## config.mk

```make
export PLATFORM = sky130hd
export DESIGN_NAME = seven_seg_scan_driver
export DESIGN_NICKNAME = d
export VERILOG_FILES = /design/src/rtl/seven_seg_scan_driver.sv
export SDC_FILE = /design/constraint.sdc
export NUM_CORES = 1
export LEC_CHECK = 0
export ABC_AREA = 1
export CORE_ASPECT_RATIO = 0.8
export CORE_UTILIZATION = 30
export DETAILED_ROUTE_END_ITERATION = 7
export SLEW_MARGIN = 10
export SYNTH_ARGS = -nofsm -noshare
export SYNTH_HDL_FRONTEND = slang
export SYNTH_SLANG_ARGS = --single-unit
```

## constraint.sdc

```tcl
create_clock -name clk -period 3.6 [get_ports clk]
set_input_delay 0.36 -clock clk [delete_from_list [all_inputs] [get_ports clk]]
set_output_delay 0.36 -clock clk [all_outputs]
set_load 0.005 [all_outputs]
```

## src/rtl/seven_seg_scan_driver.sv

```systemverilog
// Time-multiplexed 7-segment driver: shadowed BCD/dp inputs, prescaled digit scan, registered outputs.
// Leading-zero blanking is compiled in only when the macro SEVEN_SEG_LZB_EN is defined.
module seven_seg_scan_driver #(
    parameter int DIGITS   = 4,
    parameter int SCAN_DIV = 1000
) (
    input  logic                clk,
    input  logic                rst,
    input  logic                en,
    input  logic                load,
    input  logic [4*DIGITS-1:0] bcd,
    input  logic [DIGITS-1:0]   dp_in,
    output logic [6:0]          seg,
    output logic                dp,
    output logic [DIGITS-1:0]   an,
    output logic                frame_done
);
    localparam int PW = (SCAN_DIV > 1) ? $clog2(SCAN_DIV) : 1;
    localparam int IW = (DIGITS > 1) ? $clog2(DIGITS) : 1;
    localparam logic [PW-1:0] PRESC_LAST = PW'(SCAN_DIV - 1);
    localparam logic [IW-1:0] IDX_LAST   = IW'(DIGITS - 1);

    logic [PW-1:0]       presc_q, presc_d;
    logic [IW-1:0]       idx_q, idx_d;
    logic [4*DIGITS-1:0] bcd_q, bcd_d;
    logic [DIGITS-1:0]   dps_q, dps_d;
    logic [6:0]          seg_q, seg_d;
    logic                dp_q, dp_d;
    logic [DIGITS-1:0]   an_q, an_d;
    logic                fd_q, fd_d;
    logic                advance;
    logic [3:0]          code;

    function automatic logic [6:0] encode(input logic [3:0] c);
        case (c)
            4'd0:    encode = 7'h3F;
            4'd1:    encode = 7'h06;
            4'd2:    encode = 7'h5B;
            4'd3:    encode = 7'h4F;
            4'd4:    encode = 7'h66;
            4'd5:    encode = 7'h6D;
            4'd6:    encode = 7'h7D;
            4'd7:    encode = 7'h07;
            4'd8:    encode = 7'h7F;
            4'd9:    encode = 7'h6F;
            default: encode = 7'h40;
        endcase
    endfunction

`ifdef SEVEN_SEG_LZB_EN
    logic [DIGITS-1:0] lz;
    logic              zero_run;
    logic              lz_blank;

    // lz[i] is set when digit i and every digit above it hold code 0; digit 0 is never blanked.
    always_comb begin
        lz       = '0;
        zero_run = 1'b1;
        for (int i = DIGITS - 1; i >= 1; i--) begin
            zero_run = zero_run && (bcd_q[4*i +: 4] == 4'd0);
            lz[i]    = zero_run;
        end
        lz_blank = lz[idx_q];
    end
`endif

    always_comb begin
        advance = en && (presc_q == PRESC_LAST);
        presc_d = presc_q;
        if (en) begin
            presc_d = advance ? '0 : presc_q + 1'b1;
        end
        idx_d = idx_q;
        if (advance) begin
            idx_d = (idx_q == IDX_LAST) ? '0 : idx_q + 1'b1;
        end
        fd_d  = advance && (idx_q == IDX_LAST);
        bcd_d = load ? bcd : bcd_q;
        dps_d = load ? dp_in : dps_q;
        code  = bcd_q[4*idx_q +: 4];

        // Outputs reflect the current index and shadow, so they appear one cycle later.
        an_d  = '0;
        seg_d = '0;
        dp_d  = 1'b0;
        if (en) begin
            an_d  = DIGITS'(1) << idx_q;
            dp_d  = dps_q[idx_q];
            seg_d = encode(code);
`ifdef SEVEN_SEG_LZB_EN
            if (lz_blank) begin
                seg_d = '0;
            end
`endif
        end
    end

    always_ff @(posedge clk) begin
        if (rst) begin
            presc_q <= '0;
            idx_q   <= '0;
            bcd_q   <= '0;
            dps_q   <= '0;
            seg_q   <= '0;
            dp_q    <= 1'b0;
            an_q    <= '0;
            fd_q    <= 1'b0;
        end else begin
            presc_q <= presc_d;
            idx_q   <= idx_d;
            bcd_q   <= bcd_d;
            dps_q   <= dps_d;
            seg_q   <= seg_d;
            dp_q    <= dp_d;
            an_q    <= an_d;
            fd_q    <= fd_d;
        end
    end

    assign seg        = seg_q;
    assign dp         = dp_q;
    assign an         = an_q;
    assign frame_done = fd_q;
endmodule

```

==> reports/metrics.csv <==
stage;metric;value;unit
outcome;status;finished clean;
timing;max_freq;492;MHz
timing;final-hold-violation-count;0;
place;dp_hpwl;3.01;mm
clocking;cts_setup_buffers;0;
yosys;synth.most_common_cell;nor2_1;
run;maxCapViolations;0;
yosys;syn_inst;258;
cells_and_area;layout-drive-gt1-share;6.48;%
die;die_y;74.0;µm
clocking;cts_hold_buf;0;
die;design.core.area;6070;µm²
routing;route.vias.total;1664;
critical_path;reg2reg_slack;1.57;ns
critical_path;reg2regPathDepth;11;
timing;fin_skew;0.00729;ns
hold_path;hold_class;register to register;
yosys;ys_ff_latch;45;
routing;first_pass_iters;4;
hold_path;whs_endpoint;dp$_SDFF_PP0_;
global_routing;grt_max_degree;24;
yosys;yosysTopAreaCellShare;46.4;%
die;die_x;92.0;µm
global_routing;first_global_vias;1538;
clocking;cts_buffers;5;
die;dieArea;6800;µm²
yosys;synth_edf_count;0;
critical_path;r2r_end;seg[5]$_SDFF_PP0_;
routing;drt_wl_total;4.17;mm
clocking;path_clk_slew;0.09;ns
yosys;avgSynthCellArea;7.53;µm²
cells_and_area;stdcell_count;374;
cells_and_area;fillers;640;
clocking;htree_num_levels;2;
yosys;syn_nets;290;
clocking;cts.sinks;45;
cells_and_area;areaGrowthSynthToFinish;25.6;%
yosys;synth.area.top_cells;dfxtp_1, nor2_1, nand2_1, o21ai_0, ha_1;
routing;drtIter0Drc;77;
global_routing;grt-ovfl-total;0;
clocking;ctsResizeCount;0;
place;gp_congestion;0.763;
power;leakagePower;1.03;nW
timing;rsz0062_at_grt;false;
die;ios;37;
cells_and_area;multi_input_area;913;µm²
power;peakVddDrop;0.149;mV
routing;wl_per_cell;11.2;µm
power;total_power;968;µW
yosys;post-synth-top-area-cell;dfxtp_1;
cells_and_area;nets;324;
timing;worst_pin_slew;0.664;ns
yosys;synthDistinctLibCells;22;
clocking;cts_buffer_depth;2;
yosys;netlist_top_cells_count;nor2_1, nand2_1, dfxtp_1, o21ai_0, nand3_1;
cells_and_area;final-seq-area;901;µm²
timing;fin_crit_sh;56.5;%
timing;finalCriticalPeriod;2.03;ns
die;fp-row-count;25;
routing;detail_route.drc_violations;0;
clocking;cts_root_buffer;clkbuf_8;
critical_path;worstPathArrival;2.27;ns
critical_path;end_kind;register;
clocking;insertion_delay;0.30;ns
timing;setup_tns;0;ns
routing;antenna_left;0;
routing;viasPerCell;4.45;
critical_path;cp_max_fo;12;
timing;slew_headroom;55.6;%
place;numPlacedInstances;366;
yosys;ys.flop_type;dfxtp_1;
timing;maxSlewViolCount;0;
global_routing;grt_antenna_before_repair;0;
global_routing;grtUsageTotal;13.5;%
yosys;ys_warn_count;0;
critical_path;cp.required;3.84;ns
global_routing;grt_first_pass_wirelength;7.08;mm
power;powerDensity;397;nW/µm²
yosys;async_reset_ff_share;0;%
die;start_util;32.0;%
clocking;cts_tree;built;
cells_and_area;n_antenna_cell;0;
hold_path;hp-start;dps_q[0]$_SDFFE_PP0P_;
critical_path;r2r-start;idx_q[0]$_SDFFE_PP0P_;
critical_path;critPathKind;register to register;
yosys;netlist_area;1940;µm²
timing;setup_viol;0;
yosys;yosysSeqAreaShare;46.4;%
place;io_buffer_count;36;
hold_path;holdPathStages;2;
critical_path;start_kind;register;
[layout by cell type (no fill, tap or decap), types with 2 or more instances in the layout]
master and n:
a21oi_1 9, clkbuf_8 5, clkdlybuf4s50_1 36, clkinv_4 2
dfxtp_1 45, ha_1 8, inv_1 17, inv_2 2
nand2_1 47, nand2_2 3, nand2_4 2, nand3_1 19
nand3_2 2, nor2_1 55, nor3_1 8, o21ai_0 24
xor2_1 2
[cells by family after synthesis]
kind of cell	Yosys count	synth area share [%]
adders and majority gates	8	5.15
AOI/OAI and AO/OA	34	8.83
and+or+nand+nor	140	31.7
xor gates and xnor gates	3	1.35
buffers and inverters	28	6.57
DFF	45	46.4
[state kept, by name, indices dropped and copies added, names as in the netlist]
name,flops
dps_q,4
dp,1
idx_q,2
presc_q,10
frame_done,1
bcd_q,16
seg,7
an,4
[where the power goes]
part | leakage (nW) | total (mW) | switching, mW | internal, mW
registers | 0.370 | 0.532 | 0.0108 | 0.521
logic | 0.608 | 0.116 | 0.0588 | 0.0575
clock network | 0.0481 | 0.319 | 0.181 | 0.138
total | 1.03 | 0.968 | 0.251 | 0.717
[per-layer routing]
metal / global-route usage [%] / vias up / wire, µm
met2: 20.4 / 33 / 1770
met4: 6.25 / 0 / 80
met1: 18.4 / 731 / 2170
met3: 3.37 / 7 / 147
met5: 0 / - / 0
li1: - / 893 / -
[worst max path at each step]
stage | endpoint | cells after the start | start | slack [ns]
after floorplan | seg[5]$_SDFF_PP0_ | 12 | idx_q[0]$_SDFFE_PP0P_ | 2.12
after global routing | seg[5]$_SDFF_PP0_ | 11 | idx_q[0]$_SDFFE_PP0P_ | 1.34
after global placement | bcd_q[7]$_SDFFE_PP0P_ | 4 | load | 1.44
final | seg[5]$_SDFF_PP0_ | 11 | idx_q[0]$_SDFFE_PP0P_ | 1.57
after detailed placement | bcd_q[14]$_SDFFE_PP0P_ | 4 | load | 1.46
after CTS | seg[5]$_SDFF_PP0_ | 11 | idx_q[0]$_SDFFE_PP0P_ | 1.59
[stage by stage]
stage	setup WS, ns	hold WS, ns	cell area [µm²]	utilization (%)
2_1_floorplan	2.12	0.426	1940	-
3_3_place_gp	1.44	0.465	2350	38.7
3_5_place_dp	1.46	0.467	2350	38.7
4_1_cts	1.59	0.491	2440	40.2
5_1_grt	1.34	0.546	2440	40.2
6_report	1.57	0.493	2440	40.2
[critical path, cell delays in order, from the launching register on]
cell and delay (ns):
dfxtp_1 0.58, inv_1 0.28, nand2_1 0.12, nand3_1 0.07, nand2_1 0.20, inv_1 0.11, ha_1 0.21, inv_1 0.05
nand3_1 0.09, nand2_1 0.10, nand2_1 0.05, a21oi_1 0.11
[cell type report]
class / count / share of cell area (%)
Clock inverter: 3 / 0.924
Inverter: 19 / 2.92
Timing Repair Buffer: 36 / 14.8
Sequential cell: 45 / 36.9
Tap cell: 81 / 4.16
Clock buffer: 5 / 2.82
Multi-Input combinational cell: 185 / 37.5
Power figures use the tool's default switching activity.
